$ cat src/rtl/i2c_pkg.sv
// Shared I2C target definitions: FSM states, address width and ACK/NACK bus levels.
package i2c_pkg;

    localparam int   I2C_ADDR_W = 7;
    localparam logic I2C_ACK    = 1'b0;
    localparam logic I2C_NACK   = 1'b1;

    typedef enum logic [2:0] {
        IDLE,
        ADDR,
        ADDR_ACK,
        DATA,
        DATA_ACK,
        WAIT_STOP
    } i2c_state_e;

    // Open-drain enable needed to put the given level on SDA.
    function automatic logic drive_low(input logic lvl);
        return lvl == I2C_ACK;
    endfunction

endpackage

$ cat src/rtl/i2c_sync_edge.sv
// Input synchroniser plus one history FF; reports level and single-cycle edges.
module i2c_sync_edge #(
    parameter int STAGES = 2
) (
    input  logic clk,
    input  logic rst_n,
    input  logic din,
    output logic level,
    output logic rise,
    output logic fall
);

    logic [STAGES-1:0] sync_q;
    logic              hist_q;

    // Shift the async pin through the chain; clear to 1 to match an idle bus.
    always_ff @(posedge clk) begin
        if (!rst_n) begin
            sync_q <= '1;
            hist_q <= 1'b1;
        end else begin
            sync_q <= {sync_q[STAGES-2:0], din};
            hist_q <= sync_q[STAGES-1];
        end
    end

    assign level = sync_q[STAGES-1];
    assign rise  = level & ~hist_q;
    assign fall  = ~level & hist_q;

endmodule

$ cat src/rtl/i2c_target_byte_rx.sv
// I2C target byte receiver: START/STOP detect, address match, MSB-first shift, ACK drive.
module i2c_target_byte_rx
    import i2c_pkg::*;
#(
    parameter int SIZE        = 8,
    parameter int SYNC_STAGES = 2
) (
    input  logic                  clk,
    input  logic                  rst_n,
    input  logic                  scl,
    input  logic                  sda_in,
    input  logic [I2C_ADDR_W-1:0] addr,
    output logic                  sda_oe,
    output logic [SIZE-1:0]       data,
    output logic                  data_valid,
    output logic                  start_det,
    output logic                  stop_det,
    output logic                  busy
);

    // Shift register must hold a full address byte even if SIZE is narrower.
    localparam int SR_W  = (SIZE > I2C_ADDR_W + 1) ? SIZE : I2C_ADDR_W + 1;
    localparam int CNT_W = $clog2(SR_W);

    logic scl_lvl, scl_rise, scl_fall;
    logic sda_lvl, sda_rise, sda_fall;

    i2c_sync_edge #(.STAGES(SYNC_STAGES)) u_scl (
        .clk(clk), .rst_n(rst_n), .din(scl),
        .level(scl_lvl), .rise(scl_rise), .fall(scl_fall)
    );

    i2c_sync_edge #(.STAGES(SYNC_STAGES)) u_sda (
        .clk(clk), .rst_n(rst_n), .din(sda_in),
        .level(sda_lvl), .rise(sda_rise), .fall(sda_fall)
    );

    i2c_state_e        state_q, state_d;
    logic [CNT_W-1:0]  cnt_q, cnt_d;
    logic              full_q, full_d;   // byte complete, waiting for the SCL fall
    logic [SR_W-1:0]   sr_q, sr_d;
    logic [SIZE-1:0]   data_d;
    logic              oe_d, busy_d, dv_d, sd_d, pd_d;

    // SCL high in both samples (no SCL edge this cycle) qualifies an SDA edge.
    logic start_c, stop_c, last_bit, addr_hit;
    assign start_c  = sda_fall & scl_lvl & ~scl_rise;
    assign stop_c   = sda_rise & scl_lvl & ~scl_rise;
    assign last_bit = (state_q == ADDR) ? (cnt_q == CNT_W'(I2C_ADDR_W))
                                        : (cnt_q == CNT_W'(SIZE - 1));
    assign addr_hit = (sr_q[I2C_ADDR_W:1] == addr) && (sr_q[0] == 1'b0);

    // Next-state and output decode; START/STOP override any SCL activity.
    always_comb begin
        state_d = state_q;
        cnt_d   = cnt_q;
        full_d  = full_q;
        sr_d    = sr_q;
        data_d  = data;
        oe_d    = sda_oe;
        busy_d  = busy;
        dv_d    = 1'b0;
        sd_d    = 1'b0;
        pd_d    = 1'b0;
        if (start_c) begin
            state_d = ADDR;
            cnt_d   = '0;
            full_d  = 1'b0;
            oe_d    = drive_low(I2C_NACK);
            busy_d  = 1'b1;
            sd_d    = 1'b1;
        end else if (stop_c) begin
            state_d = IDLE;
            cnt_d   = '0;
            full_d  = 1'b0;
            oe_d    = drive_low(I2C_NACK);
            busy_d  = 1'b0;
            pd_d    = 1'b1;
        end else begin
            case (state_q)
                ADDR, DATA: begin
                    if (scl_rise && !full_q) begin
                        sr_d = {sr_q[SR_W-2:0], sda_lvl};
                        if (last_bit) begin
                            cnt_d  = '0;
                            full_d = 1'b1;
                        end else begin
                            cnt_d = cnt_q + CNT_W'(1);
                        end
                    end else if (scl_fall && full_q) begin
                        full_d = 1'b0;
                        if (state_q == ADDR) begin
                            // Only a write to our own address is acknowledged.
                            if (addr_hit) begin
                                state_d = ADDR_ACK;
                                oe_d    = drive_low(I2C_ACK);
                            end else begin
                                state_d = WAIT_STOP;
                            end
                        end else begin
                            data_d  = sr_q[SIZE-1:0];
                            dv_d    = 1'b1;
                            state_d = DATA_ACK;
                            oe_d    = drive_low(I2C_ACK);
                        end
                    end
                end
                ADDR_ACK, DATA_ACK: begin
                    if (scl_fall) begin
                        state_d = DATA;
                        oe_d    = drive_low(I2C_NACK);
                    end
                end
                default: ;
            endcase
        end
    end

    // State and output registers with synchronous active-low reset.
    always_ff @(posedge clk) begin
        if (!rst_n) begin
            state_q    <= IDLE;
            cnt_q      <= '0;
            full_q     <= 1'b0;
            sr_q       <= '0;
            sda_oe     <= 1'b0;
            data       <= '0;
            data_valid <= 1'b0;
            start_det  <= 1'b0;
            stop_det   <= 1'b0;
            busy       <= 1'b0;
        end else begin
            state_q    <= state_d;
            cnt_q      <= cnt_d;
            full_q     <= full_d;
            sr_q       <= sr_d;
            sda_oe     <= oe_d;
            data       <= data_d;
            data_valid <= dv_d;
            start_det  <= sd_d;
            stop_det   <= pd_d;
            busy       <= busy_d;
        end
    end

endmodule

$ cat config.mk
export PLATFORM = sky130hd
export DESIGN_NAME = i2c_target_byte_rx
export DESIGN_NICKNAME = d
export VERILOG_FILES = /design/src/rtl/i2c_pkg.sv /design/src/rtl/i2c_sync_edge.sv /design/src/rtl/i2c_target_byte_rx.sv
export SDC_FILE = /design/constraint.sdc
export NUM_CORES = 1
export LEC_CHECK = 0
export CAP_MARGIN = 20
export CORE_MARGIN = 3
export CORE_UTILIZATION = 59
export CTS_BUF_LIST = sky130_fd_sc_hd__clkbuf_4 sky130_fd_sc_hd__clkbuf_8
export DETAILED_ROUTE_END_ITERATION = 12
export DONT_BUFFER_PORTS = 1
export MAX_ROUTING_LAYER = met4
export PLACE_DENSITY = 0.84
export SYNTH_ARGS = -nofsm -noshare
export SYNTH_HDL_FRONTEND = slang
export SYNTH_SLANG_ARGS = --single-unit
$ cat constraint.sdc
create_clock -name clk -period 1.9 [get_ports clk]
set_input_delay 0.38 -clock clk [delete_from_list [all_inputs] [get_ports clk]]
set_output_delay 0.38 -clock clk [all_outputs]
set_load 0.02 [all_outputs]
==> flow_summary_export.csv, run 1 <==
group,metric,value,unit
power_and_ir_drop,power_frac_comb,4.2,%
clock_tree,post_cts_resized,0,
power_and_ir_drop,p_leak,0.0005452,µW
worst_setup_path,startpoint_type,"register",
finish,layout-drive-gt1-share,10.67,%
power_and_ir_drop,power_density,774.1,nW/µm²
finish,area_delta_synth_final,0.4165,%
die,die_w,56.47,µm
worst_setup_path,critPathLaunch,"state_q[2]",
detailed_routing,vias_per_cell,5.753,
worst_setup_path,path_buf_inv,0,
power_and_ir_drop,p_seq_share,62.7,%
global_routing,grt_overflow_total,0,
worst_setup_path,cp_top_family,"simple AND/OR/NAND/NOR gates",
timing,post-route-min-period,1.663,ns
detailed_routing,drc_errors,0,
power_and_ir_drop,swShare,21.77,%
finish,fin_area,1509,µm²
placement,place.gp.congestion,0.9329,
detailed_routing,routed_wl,2610,µm
timing,tns,0,ns
timing,worst_pin_slew,0.5187,ns
placement,dpl.hpwl,1909,µm
finish,fin_util,65.08,%
placement,io_buffers,0,
clock_tree,cts_made_buffers,5,
timing,timing_hold_violations_final,0,
timing,maxSlewHeadroom,65.40,%
clock_tree,cts_root_buffer,"clkbuf_4",
worst_setup_path,path_class,"register to register",
die,start_util,64.81,%
die,io_pins,24,
synth,yosys_warnings,0,
timing,slew_viol_final,0,
die,core,2318,µm²
detailed_routing,wl_per_cell,14.66,µm
synth,synth.avg_cell_area,10.02,µm²
synth,postSynthCellCount,150,
timing,clock.fmax,601.3,MHz
detailed_routing,drt-pass1-iter-count,4,
global_routing,grt_usage,18.56,%
global_routing,grt_pass1_vias,927,
run_status,status,"completed",
worst_setup_path,path_cells,"and2b_4, and4b_1, o21ai_0, and2_1",
die,dieHeight,56.47,µm
worst_setup_path,r2r-end,"state_q[1]",
power_and_ir_drop,ir_worst_vdd,0.7142,mV
worst_setup_path,rrSetupSlack,0.24,ns
min_path,hold_depth,1,
finish,n_antenna_cell,0,
synth,syn_area,1503,µm²
worst_setup_path,crit_required,2.14,ns
power_and_ir_drop,finalPower,1168,µW
global_routing,grt_antenna_before_repair,0,
worst_setup_path,cp_max_fo,14,
clock_tree,ctsHtreeMaxLevel,2,
global_routing,grt_max_degree,27,
global_routing,grt_pass1_wl,4374,µm
worst_setup_path,rr_worst_depth,4,
finish,multiInputGateArea,708.2,µm²
power_and_ir_drop,netSwitchingPower,254.3,µW
finish,regArea,680.7,µm²
synth,ys_types,35,
power_and_ir_drop,p_clk_share,33.1,%
clock_tree,cts_tree,"yes",
timing,finClkSkew,0.009273,ns
die,rows,17,
die,die-area,3188,µm²
timing,setup_violations,0,
clock_tree,clock_path_buffers,2,
worst_setup_path,r2r_start,"state_q[2]",
worst_setup_path,worst_path_largest_cell_delay,0.53,ns
finish,n_fill_cell,175,
timing,post-route-period-util,87.52,%
detailed_routing,drt_iter0_markers,19,
flow_run,cap_violations,0,
worst_setup_path,slowest_stage,"and4b_1",
clock_tree,worstSkewPairLatency,0.34,ns
worst_setup_path,crit_path_end,"state_q[1]",
timing,rsz0062_at_grt,"no",
synth,synth-seq-cells,34,
worst_setup_path,cp-end-kind,"register",
power_and_ir_drop,p_int,913.8,µW
placement,place_area,1458,µm²
clock_tree,ctsHoldBuffers,0,
clock_tree,post_cts_buffers,0,
clock_tree,clock-sinks,34,
worst_setup_path,crit_cells,4,
detailed_routing,antenna_left,0,
min_path,hold_class,"input pin to register",
clock_tree,clk_pin_slew,0.10,ns
finish,fin_nets,164,
synth,synth_seq_area_share,45.30,%
synth,synth_fp_nets,163,
worst_setup_path,arrival,1.91,ns
detailed_routing,vias,1024,
power by group through the flow:
| stage | clock network, µW | logic, µW | registers, µW |
|---|---|---|---|
| 4_1_cts | 395 | 49.2 | 732 |
| 6_report | 386 | 49.1 | 733 |
| 2_1_floorplan | 0 | 51.2 | 746 |
| 3_5_place_dp | 0 | 49.0 | 749 |
| 3_3_place_gp | 0 | 47.5 | 749 |
| 5_1_grt | 436 | 54.1 | 734 |
metrics by stage:
step | worst slack [ns] | std cells | hold slack, ns
2_1_floorplan | 0.6027 | 150 | 0.3863
3_3_place_gp | 0.3836 | 172 | 0.3895
3_5_place_dp | 0.2922 | 172 | 0.3958
4_1_cts | 0.2600 | 178 | 0.1021
5_1_grt | 0.1155 | 178 | 0.08523
6_report | 0.2370 | 178 | 0.1179
worst register-to-register path: cells and delay by family (launching register included):
family          cells  cell delay, ns
simple gates        3            0.98
flops               1            0.34
compound gates      1            0.25
state kept, by name, indices dropped and copies added, names as in the netlist:
register,count
data,8
sr_q,8
cnt_q,3
state_q,3
u_scl.sync_q,2
u_sda.sync_q,2
busy,1
data_valid,1
full_q,1
sda_oe,1
start_det,1
stop_det,1
u_scl.hist_q,1
u_sda.hist_q,1
Yosys cell counts:
| master | instances | area, µm² |
|---|---|---|
| and2b_4 | 1 | 10.01 |
| nor3b_1 | 2 | 15.01 |
| o21ai_0 | 5 | 25.02 |
| clkbuf_1 | 2 | 7.510 |
| o21ai_1 | 2 | 10.01 |
| nor2_1 | 6 | 22.52 |
| o221ai_1 | 1 | 8.760 |
| buf_4 | 1 | 7.510 |
| nor2b_1 | 8 | 50.05 |
| nand2b_1 | 5 | 31.28 |
| a32oi_1 | 1 | 8.760 |
| xor2_1 | 7 | 61.31 |
| dfxtp_1 | 34 | 680.7 |
| a31oi_1 | 1 | 6.260 |
| nor4b_2 | 1 | 15.01 |
| buf_12 | 3 | 60.06 |
| buf_2 | 1 | 5.000 |
| buf_6 | 2 | 22.52 |
| and2_1 | 3 | 18.77 |
| a21oi_1 | 6 | 30.03 |
| nand2_1 | 13 | 48.80 |
| xnor2_1 | 2 | 17.52 |
| a21boi_1 | 9 | 67.56 |
| mux2i_1 | 11 | 110.1 |
| nor3_1 | 2 | 10.01 |
| nor4_2 | 1 | 12.51 |
| o21ai_2 | 1 | 8.760 |
| nand2_2 | 1 | 6.260 |
| ha_1 | 2 | 25.02 |
| nor4_4 | 1 | 21.27 |
| and3_1 | 1 | 6.260 |
| nor2_2 | 1 | 6.260 |
| nand3_1 | 9 | 45.04 |
| inv_1 | 3 | 11.26 |
| and4b_1 | 1 | 10.01 |
area by class of cell:
class / instances / share of cell area [%]
inverters: 3 / 0.7463
well taps: 28 / 2.322
flip-flops and latches: 34 / 45.11
repair buffers: 3 / 1.493
multi-input cells: 104 / 46.93
clock buffers: 6 / 3.400
cells in the final DEF, fill, tap and decap left out, types with 2 or more instances in the layout:
cell type	synthesis	layout
nand2b_1	5	5
clkbuf_4	0	5
xor2_1	7	7
dfxtp_1	34	34
ha_1	2	2
buf_4	1	3
nand3_1	9	9
and2_1	3	3
mux2i_1	11	11
a21oi_1	6	6
nor2b_1	8	8
nor3_1	2	2
o21ai_0	5	5
o21ai_1	2	2
a21boi_1	9	9
nor2_1	6	6
inv_1	3	3
xnor2_1	2	2
nand2_1	13	13
nor3b_1	2	2
worst min-delay path by stage:
| stage | startpoint | end | slack (ns) |
|---|---|---|---|
| final | rst_n | u_sda.hist_q | 0.12 |
| after CTS | rst_n | u_sda.hist_q | 0.10 |
| after floorplan | u_scl.sync_q[0] | u_scl.sync_q[1] | 0.39 |
| after global routing | rst_n | u_scl.sync_q[1] | 0.09 |
| after detailed placement | u_scl.sync_q[0] | u_scl.sync_q[1] | 0.40 |
| after global placement | u_scl.sync_q[0] | u_scl.sync_q[1] | 0.39 |
metal layers:
metal	GRT usage, %	vias up	share of wire, %
met2	29.21	20	51
li1	-	511	-
met1	20.83	487	42
met5	-	-	0
met4	7.119	0	1.8
met3	7.816	6	5.2
kinds of logic after synthesis:
kind of cell	after synthesis	share of synthesized area, %
flip-flops	34	45.30
AND/OR/NAND/NOR	56	21.90
XOR/XNOR	9	5.246
multiplexers	11	7.328
adder cells (fa/ha/maj)	2	1.665
buffers and inverters	12	7.577
AO/OA/AOI/OAI	26	10.99
Note: power is estimated with default switching activity, not from simulation.
==> inputs of run 2 (changes only) <==
--- a/config.mk
+++ b/config.mk
@@ -9,10 +9,12 @@
 export CORE_MARGIN = 3
 export CORE_UTILIZATION = 59
 export CTS_BUF_LIST = sky130_fd_sc_hd__clkbuf_4 sky130_fd_sc_hd__clkbuf_8
+export CTS_CLUSTER_SIZE = 16
 export DETAILED_ROUTE_END_ITERATION = 12
 export DONT_BUFFER_PORTS = 1
 export MAX_ROUTING_LAYER = met4
 export PLACE_DENSITY = 0.84
+export SKIP_LAST_GASP = 1
 export SYNTH_ARGS = -nofsm -noshare
 export SYNTH_HDL_FRONTEND = slang
 export SYNTH_SLANG_ARGS = --single-unit
==> results of run 2 <==
Final layout, timing and power as in run 1 (identical DEF).
